--- src/rtl/nibble_parity_rx.sv ---
// Serial nibble receiver feeding the 4-input XOR parity stage.
// Frame format: start bit, 4 data bits LSB first, even-parity bit, stop bit.
// The received nibble and its parity/framing status are held in a one-entry
// buffer with a valid/ready handshake. If a frame finishes while the buffer
// is still full and not being drained, that frame is dropped and overrun
// pulses for one cycle.
module nibble_parity_rx #(
    parameter int CLKS_PER_BIT = 16
) (
    input  logic       i_clk,
    input  logic       i_rst,
    input  logic       i_rx,
    input  logic       i_out_ready,
    output logic [3:0] o_out_data,
    output logic       o_out_valid,
    output logic       o_par_err,
    output logic       o_frm_err,
    output logic       o_overrun
);

    localparam int HALF = CLKS_PER_BIT / 2;
    localparam int CW   = $clog2(CLKS_PER_BIT);

    localparam logic [CW-1:0] CNT_LAST = CW'(CLKS_PER_BIT - 1);
    localparam logic [CW-1:0] CNT_HALF = CW'(HALF - 1);

    typedef enum logic [2:0] {
        S_IDLE,
        S_START,
        S_DATA,
        S_PARITY,
        S_STOP,
        S_RECOVER
    } state_t;

    state_t        r_state;
    state_t        w_next;
    logic [CW-1:0] r_cnt;
    logic [1:0]    r_bitIdx;
    logic [3:0]    r_shift;
    logic          r_parBit;
    logic          r_sync1;
    logic          r_sync2;
    logic          w_rxS;
    logic          w_bitDone;
    logic          w_halfDone;
    logic          w_complete;

    logic [3:0]    r_outData;
    logic          r_outValid;
    logic          r_parErr;
    logic          r_frmErr;
    logic          r_overrun;

    assign w_rxS      = r_sync2;
    assign w_bitDone  = (r_cnt == CNT_LAST);
    assign w_halfDone = (r_cnt == CNT_HALF);

    // Two-flop synchronizer; resets to the idle-high line level so reset never looks like a start bit
    always_ff @(posedge i_clk) begin
        if (i_rst) begin
            r_sync1 <= 1'b1;
            r_sync2 <= 1'b1;
        end else begin
            r_sync1 <= i_rx;
            r_sync2 <= r_sync1;
        end
    end

    // Next-state logic; w_complete marks the stop-sample edge that finishes a frame
    always_comb begin
        w_next     = r_state;
        w_complete = 1'b0;
        case (r_state)
            S_IDLE: begin
                if (!w_rxS) begin
                    w_next = S_START;
                end
            end
            S_START: begin
                if (w_halfDone) begin
                    w_next = w_rxS ? S_IDLE : S_DATA;
                end
            end
            S_DATA: begin
                if (w_bitDone && (r_bitIdx == 2'd3)) begin
                    w_next = S_PARITY;
                end
            end
            S_PARITY: begin
                if (w_bitDone) begin
                    w_next = S_STOP;
                end
            end
            S_STOP: begin
                if (w_bitDone) begin
                    w_complete = 1'b1;
                    w_next     = w_rxS ? S_IDLE : S_RECOVER;
                end
            end
            S_RECOVER: begin
                if (w_rxS) begin
                    w_next = S_IDLE;
                end
            end
            default: begin
                w_next = S_IDLE;
            end
        endcase
    end

    // State register, bit timer (cleared on state change and at each bit boundary) and data capture
    always_ff @(posedge i_clk) begin
        if (i_rst) begin
            r_state  <= S_IDLE;
            r_cnt    <= '0;
            r_bitIdx <= 2'd0;
            r_shift  <= 4'd0;
            r_parBit <= 1'b0;
        end else begin
            r_state <= w_next;
            if ((w_next != r_state) || w_bitDone) begin
                r_cnt <= '0;
            end else begin
                r_cnt <= r_cnt + 1'b1;
            end
            case (r_state)
                S_START: begin
                    r_bitIdx <= 2'd0;
                end
                S_DATA: begin
                    if (w_bitDone) begin
                        r_shift  <= {w_rxS, r_shift[3:1]};
                        r_bitIdx <= r_bitIdx + 2'd1;
                    end
                end
                S_PARITY: begin
                    if (w_bitDone) begin
                        r_parBit <= w_rxS;
                    end
                end
                default: begin
                end
            endcase
        end
    end

    // One-entry output buffer: load on frame completion if empty or draining, otherwise flag overrun
    always_ff @(posedge i_clk) begin
        if (i_rst) begin
            r_outData  <= 4'd0;
            r_outValid <= 1'b0;
            r_parErr   <= 1'b0;
            r_frmErr   <= 1'b0;
            r_overrun  <= 1'b0;
        end else begin
            r_overrun <= 1'b0;
            if (w_complete) begin
                if (!r_outValid || i_out_ready) begin
                    r_outData  <= r_shift;
                    r_parErr   <= r_parBit ^ (^r_shift);
                    r_frmErr   <= ~w_rxS;
                    r_outValid <= 1'b1;
                end else begin
                    r_overrun <= 1'b1;
                end
            end else if (r_outValid && i_out_ready) begin
                r_outValid <= 1'b0;
            end
        end
    end

    assign o_out_data  = r_outData;
    assign o_out_valid = r_outValid;
    assign o_par_err   = r_parErr;
    assign o_frm_err   = r_frmErr;
    assign o_overrun   = r_overrun;

endmodule

--- config.mk ---
export PLATFORM = sky130hd
export DESIGN_NAME = nibble_parity_rx
export DESIGN_NICKNAME = d
export VERILOG_FILES = /design/src/rtl/nibble_parity_rx.sv
export SDC_FILE = /design/constraint.sdc
export NUM_CORES = 1
export LEC_CHECK = 0
export BUFFER_PORTS_ARGS = -buffer_cell sky130_fd_sc_hd__buf_2
export CAP_MARGIN = 20
export CORE_MARGIN = 1.5
export CORE_UTILIZATION = 45
export DETAILED_ROUTE_END_ITERATION = 6
export PLACE_DENSITY_LB_ADDON = 0.15
export SYNTH_ARGS = -nofsm -noshare
export SYNTH_HDL_FRONTEND = slang
export SYNTH_SLANG_ARGS = --single-unit
--- constraint.sdc ---
create_clock -name i_clk -period 1.9 [get_ports i_clk]
set_input_delay 0.57 -clock i_clk [delete_from_list [all_inputs] [get_ports i_clk]]
set_output_delay 0.57 -clock i_clk [all_outputs]
set_load 0.02 [all_outputs]
# Word level (Yosys, flattened, before mapping)
# Index checks and enable logic that the tools add are counted.
[word_totals]
out_inout_bits = 8
rom_bits = 0
ram_bits = 0
elab_cells = 61
reg_bits = 24
latch_bits = 0
memories = 0
[classes]
add_sub_neg = 2
reduce_logical = 16
n_lt_le_gt_ge = 0
mul = 0
n_mux = 17
bitwise = 3
div_mod_pow = 0
eq_ne = 11
shift = 0
[op_table]
columns = ["op", "n"]
rows = [
  ["two-way mux 3 bit", 7],
  ["case mux 3 bit (6 select lines)", 1],
  ["AND reduction 2 bit", 5],
  ["equality test 3 x 2 -> 1 bit (second input constant)", 2],
  ["equality test 3 bit (second input constant)", 2],
  ["two-way mux 1 bit", 6],
  ["adder 4 x 1 -> 4 bit (second input constant)", 1],
  ["equality test 4 x 3 -> 1 bit (second input constant)", 1],
  ["equality test 4 bit (second input constant)", 1],
  ["two-way mux 2 bit", 2],
  ["case mux 2 bit (2 select lines)", 1],
  ["nonzero test 2 bit", 2],
  ["OR reduction 2 bit", 2],
  ["parity 4 bit", 1],
  ["equality test 3 x 1 -> 1 bit (second input constant)", 1],
  ["logical NOT 3 bit", 1],
  ["inequality test 3 bit", 1],
  ["adder 2 x 1 -> 2 bit (second input constant)", 1],
  ["equality test 2 bit (second input constant)", 1],
  ["logical AND 1 bit", 2],
  ["logical OR 1 bit", 2],
  ["inequality test 2 x 1 -> 1 bit (second input constant)", 1],
  ["inequality test 2 bit (second input constant)", 1],
  ["NOT 1 bit", 2],
  ["other kinds (2)", 2],
]

# Depth between registers and ports, before layout
[depth]
word_depth = 7
depth_mapped = 6

# Worst setup path before layout
# OpenSTA, ideal clock, no wires.
[synth_path]
kind = "reg-to-reg"
from = "register r_cnt[0]"
to = "register r_cnt[0]"
arrival_ps = 1599
n_path_buf = 1
path_stages_with_launch = 7
t_required_ps = 1779
setup_ps = 121
period_less_slack_ps = 1720
path_slack_ps = 180
cell_sequence = "dfxtp_1 ha_1 and3_4 buf_8 a311oi_4 nor3_4 mux2_4"
[synth_between]
elab_chain_len = 7
word_cells_on_any_way = 12
cone_classes = "add/sub: 1; eq/ne: 3; mux: 5; reduce/logical: 3"
[synth_rtl]
columns = ["item", "line", "text"]
rows = [
  ["start, declared", "38", "logic [CW-1:0] r_cnt;"],
  ["start signal, assigned", "125", "r_cnt <= r_cnt + 1'b1;"],
  ["equality test 4 bit", "56", "assign w_bitDone = (r_cnt == CNT_LAST);"],
  ["logical AND 1 bit", "86", "if (w_bitDone && (r_bitIdx == 2'd3)) begin"],
  ["two-way mux 3 bit", "86", ""],
  ["case mux 3 bit (6 select lines)", "74", "case (r_state)"],
  ["inequality test 3 bit", "122", "if ((w_next != r_state) || w_bitDone) begin"],
  ["logical OR 1 bit", "122", ""],
  ["OR reduction 2 bit (no line)", "--", ""],
]
# Parallel ways exist; a longest one is shown, timed or not.
# A chain may end at the register's enable or synchronous reset.

# Worst setup path after layout
[layout_path]
from = "register r_cnt[0]"
to = "register r_cnt[1]"
# Same word-level chain as after synthesis.

==> run_summary.xml <==
<?xml version="1.0" encoding="UTF-8"?>
<metrics>
  <group name="global_route">
    <metric name="antenna_found_initial" unit="">0</metric>
    <metric name="globalRoute.totalOverflow" unit="">0</metric>
    <metric name="grt_pass1_wl" unit="µm">3540</metric>
    <metric name="grt_start_max_net_pins" unit="">20</metric>
    <metric name="first_global_vias" unit="">781</metric>
    <metric name="grt_use_total" unit="%">16.2</metric>
  </group>
  <group name="timing">
    <metric name="report.final.hold_viol_count" unit="">0</metric>
    <metric name="timing.max_slew.rel_slack" unit="%">69.4</metric>
    <metric name="slew_violations" unit="">0</metric>
    <metric name="finalSetupViolCount" unit="">0</metric>
    <metric name="final_min_period_over_clock_period" unit="%">92.2</metric>
    <metric name="worst_slew_pin_slew" unit="ns">0.458</metric>
    <metric name="setup_total_negative_slack" unit="ns">0</metric>
    <metric name="timing.final.crit_period" unit="ns">1.75</metric>
    <metric name="grt_setup_unrepaired" unit="">no</metric>
    <metric name="clock-skew-final" unit="ns">0.00480</metric>
    <metric name="fmaxAchievable" unit="GHz">0.571</metric>
  </group>
  <group name="clock_network">
    <metric name="numClockSinks" unit="">24</metric>
    <metric name="clock_tree_from_tritoncts" unit="">done</metric>
    <metric name="cts_root_buf" unit="">sky130_fd_sc_hd__clkbuf_4</metric>
    <metric name="cts-htree-levels" unit="">1</metric>
    <metric name="cts-root-to-sink-buffers" unit="">2</metric>
    <metric name="post_cts_buffers" unit="">0</metric>
    <metric name="cts_resized" unit="">0</metric>
    <metric name="cts_buffers" unit="">3</metric>
    <metric name="postCtsHoldBufs" unit="">0</metric>
    <metric name="worst_skew_pair.late_latency" unit="ns">0.31</metric>
    <metric name="path_clk_slew" unit="ns">0.14</metric>
  </group>
  <group name="logic_synthesis">
    <metric name="flip_flop_and_latch_count_after_synthesis" unit="">24</metric>
    <metric name="synth.net_count" unit="">130</metric>
    <metric name="synth_seq_area_share" unit="%">39.3</metric>
    <metric name="syn_area_per_cell" unit="µm²">9.86</metric>
    <metric name="post_synth_instance_area" unit="µm²">1220</metric>
    <metric name="synthesis.instances" unit="">124</metric>
    <metric name="synth.distinct_cells" unit="">39</metric>
    <metric name="yosys_warnings" unit="">0</metric>
  </group>
  <group name="worst_setup_path">
    <metric name="critical_path_buf_inv_count" unit="">0</metric>
    <metric name="reg2reg_from" unit="">r_cnt[0]</metric>
    <metric name="setup.worst_path.start_class" unit="">flip-flop</metric>
    <metric name="cp-end-kind" unit="">flip-flop</metric>
    <metric name="critPathRequiredTime" unit="ns">2.12</metric>
    <metric name="timing.critical_path.slowest_stage_cell" unit="">sky130_fd_sc_hd__dfxtp_1</metric>
    <metric name="crit_path_cell_trace" unit="">ha_1 &gt; and3_4 &gt; or2_0 &gt; nor3b_1 &gt; mux2_4</metric>
    <metric name="timing.critical_path.fanout_max" unit="">11</metric>
    <metric name="slowest_delay" unit="ns">0.40</metric>
    <metric name="critPathLaunch" unit="">r_cnt[0]</metric>
    <metric name="timing_worst_setup_path_type" unit="">flip-flop to flip-flop</metric>
    <metric name="cp_data_arrival_time" unit="ns">1.98</metric>
    <metric name="path_delay_family" unit="">simple AND/OR/NAND/NOR gates</metric>
  </group>
  <group name="pwr">
    <metric name="power_density" unit="nW/µm²">699</metric>
    <metric name="static-leakage-power" unit="nW">0.612</metric>
    <metric name="ir_worst_vdd" unit="mV">0.574</metric>
  </group>
  <group name="cells_and_area">
    <metric name="seq_area" unit="µm²">480</metric>
    <metric name="layout-drive-gt1-share" unit="%">25.9</metric>
    <metric name="finalInstanceArea" unit="µm²">1370</metric>
    <metric name="finish.cell_count_without_fillers" unit="">169</metric>
    <metric name="n_antenna_cell" unit="">0</metric>
    <metric name="layout-area-overhead-vs-synth" unit="%">12.3</metric>
    <metric name="filler_cell_count" unit="">251</metric>
    <metric name="layout.nets" unit="">146</metric>
    <metric name="multi_input_comb_area" unit="µm²">679</metric>
  </group>
  <group name="placed_design">
    <metric name="dp_hpwl" unit="µm">1580</metric>
    <metric name="place.port_buffers" unit="">11</metric>
    <metric name="placedCellCount" unit="">165</metric>
    <metric name="detailed_place.area" unit="µm²">1320</metric>
    <metric name="gp_congestion" unit="">0.735</metric>
  </group>
  <group name="floorplan">
    <metric name="placementRows" unit="">18</metric>
    <metric name="core_region_area" unit="µm²">2520</metric>
    <metric name="chipWidth" unit="µm">55.1</metric>
    <metric name="die_y" unit="µm">55.1</metric>
    <metric name="floorplan.io_pins" unit="">12</metric>
    <metric name="effective_utilization_at_floorplan" unit="%">48.5</metric>
    <metric name="floorplan.die_area" unit="µm²">3040</metric>
  </group>
  <group name="run_status">
    <metric name="run_status" unit="">finished clean</metric>
  </group>
  <group name="drt">
    <metric name="totalWireLength" unit="µm">2170</metric>
    <metric name="remaining_drcs" unit="">0</metric>
    <metric name="vias" unit="">885</metric>
    <metric name="initialDrtViolationCount" unit="">15</metric>
    <metric name="mean_routed_wirelength_per_cell" unit="µm">12.9</metric>
    <metric name="antenna_left" unit="">0</metric>
    <metric name="firstDrtPassIters" unit="">4</metric>
    <metric name="via_per_inst" unit="">5.24</metric>
  </group>
  <group name="worst_hold_path">
    <metric name="worstHoldStart" unit="">i_rx</metric>
    <metric name="holdCritPathClass" unit="">input pin to flip-flop</metric>
  </group>
  <group name="flow_run">
    <metric name="timing.max_cap.violations" unit="">0</metric>
  </group>
</metrics>
registers in the layout (all words and copies together) (netlist names):
register     flops
o_out_data       4
r_cnt            4
o_overrun        1
r_bitIdx         2
o_frm_err        1
r_parBit         1
o_out_valid      1
r_shift          4
o_par_err        1
r_sync2          1
r_sync1          1
r_state          3
metal layers:
layer  global-route usage, %  routed length (µm)  share of wire [%]
met1                    23.5                1140                 52
met2                    24.6                 974                 45
met3                    2.42                  44                2.0
met4                    4.88                  17               0.78
met5                       0                   0                  0
cell usage in the layout (no fill, tap or decap), types with 2 or more instances in the layout:
master	instances
sky130_fd_sc_hd__a21o_1	2
sky130_fd_sc_hd__a21oi_1	6
sky130_fd_sc_hd__buf_2	11
sky130_fd_sc_hd__buf_4	9
sky130_fd_sc_hd__clkbuf_4	3
sky130_fd_sc_hd__dfxtp_1	24
sky130_fd_sc_hd__ha_1	2
sky130_fd_sc_hd__mux2_4	3
sky130_fd_sc_hd__mux2i_1	10
sky130_fd_sc_hd__nand2_1	4
sky130_fd_sc_hd__nand2b_1	6
sky130_fd_sc_hd__nand3_1	5
sky130_fd_sc_hd__nand3b_1	2
sky130_fd_sc_hd__nand4b_1	3
sky130_fd_sc_hd__nor2_1	14
sky130_fd_sc_hd__nor3_1	5
sky130_fd_sc_hd__nor4_1	3
sky130_fd_sc_hd__o21ai_1	2
sky130_fd_sc_hd__or2_0	2
sky130_fd_sc_hd__or2_2	2
sky130_fd_sc_hd__xor2_1	4
path summary, 6_finish.rpt:
path                                  to  slack (ns)  cells after the start
worst max-delay path            r_cnt[1]        0.15                      5
worst min-delay path             r_sync1        0.43                      2
worst max register to register  r_cnt[1]        0.15                      5
worst min register to register   r_sync2        0.43                      1
cell usage after synthesis:
cell type / instances / area (µm²)
sky130_fd_sc_hd__o21ai_1: 2 / 10.0
sky130_fd_sc_hd__or2_2: 2 / 12.5
sky130_fd_sc_hd__nand3b_1: 2 / 15.0
sky130_fd_sc_hd__o31ai_1: 1 / 7.51
sky130_fd_sc_hd__nor3_4: 1 / 16.3
sky130_fd_sc_hd__and3_4: 1 / 11.3
sky130_fd_sc_hd__a311oi_4: 1 / 26.3
sky130_fd_sc_hd__nor2b_1: 1 / 6.26
sky130_fd_sc_hd__nand2_1: 4 / 15.0
sky130_fd_sc_hd__a21o_1: 2 / 15.0
sky130_fd_sc_hd__nand2b_1: 6 / 37.5
sky130_fd_sc_hd__nand3_1: 5 / 25.0
sky130_fd_sc_hd__and4bb_2: 1 / 12.5
sky130_fd_sc_hd__xnor3_1: 1 / 22.5
sky130_fd_sc_hd__clkbuf_1: 3 / 11.3
sky130_fd_sc_hd__nor3_1: 5 / 25.0
sky130_fd_sc_hd__xor2_1: 4 / 35.0
sky130_fd_sc_hd__buf_1: 1 / 3.75
sky130_fd_sc_hd__mux2i_1: 10 / 100
sky130_fd_sc_hd__buf_8: 1 / 15.0
sky130_fd_sc_hd__buf_6: 2 / 22.5
sky130_fd_sc_hd__xnor2_1: 1 / 8.76
sky130_fd_sc_hd__or3_1: 1 / 6.26
sky130_fd_sc_hd__nor3b_1: 1 / 7.51
sky130_fd_sc_hd__a21oi_1: 6 / 30.0
sky130_fd_sc_hd__nor2_1: 14 / 52.6
sky130_fd_sc_hd__nand4b_1: 3 / 26.3
sky130_fd_sc_hd__mux2_4: 3 / 45.0
sky130_fd_sc_hd__o21ai_0: 1 / 5.00
sky130_fd_sc_hd__dfxtp_1: 24 / 480
sky130_fd_sc_hd__nor4_1: 3 / 18.8
sky130_fd_sc_hd__nand3_2: 1 / 10.0
sky130_fd_sc_hd__o21bai_1: 1 / 7.51
sky130_fd_sc_hd__buf_2: 2 / 10.0
sky130_fd_sc_hd__ha_1: 2 / 25.0
sky130_fd_sc_hd__nor3_2: 1 / 10.0
sky130_fd_sc_hd__a2111oi_0: 1 / 8.76
sky130_fd_sc_hd__or2_0: 2 / 12.5
sky130_fd_sc_hd__nor3b_2: 1 / 12.5
power by group:
group	switching, W	leakage [nW]	internal, W	total [W]
Clock	0.000156	0.0279	0.000213	0.000369
Combinational	0.0000318	0.389	0.0000352	0.0000670
Sequential	0.0000101	0.194	0.000513	0.000523
Total	0.000198	0.612	0.000761	0.000959
per-stage QoR:
stage	hold slack, ns	power [W]	util (%)	setup WS (ns)
finish	0.427	0.000959	54.4	0.148
global route	0.412	0.000993	54.4	0.0391
CTS	0.421	0.000970	54.4	0.158
detailed placement	0.404	0.000602	52.3	0.163
global placement	0.397	0.000598	52.3	0.208
floorplan	0.389	0.000581	-	0.180
cell families (layout without fill, tap and decap cells):
group,Yosys count,after routing,synth area share (%)
buffers and inverters,9,24,5.12
DFF,24,24,39.3
xor gates and xnor gates,6,6,5.42
AOI/OAI and AO/OA,15,15,9.01
adders and majority gates,2,2,2.05
muxes,13,13,11.9
and+or+nand+nor,55,55,27.2
layout make-up:
type                            count  area share [%]
Clock buffer                        3            1.64
Clock inverter                      1            2.19
Multi-Input combinational cell     91            49.5
Sequential cell                    24            35.0
Tap cell                           30            2.73
Timing Repair Buffer               20            8.93
Power figures use the tool's default switching activity.
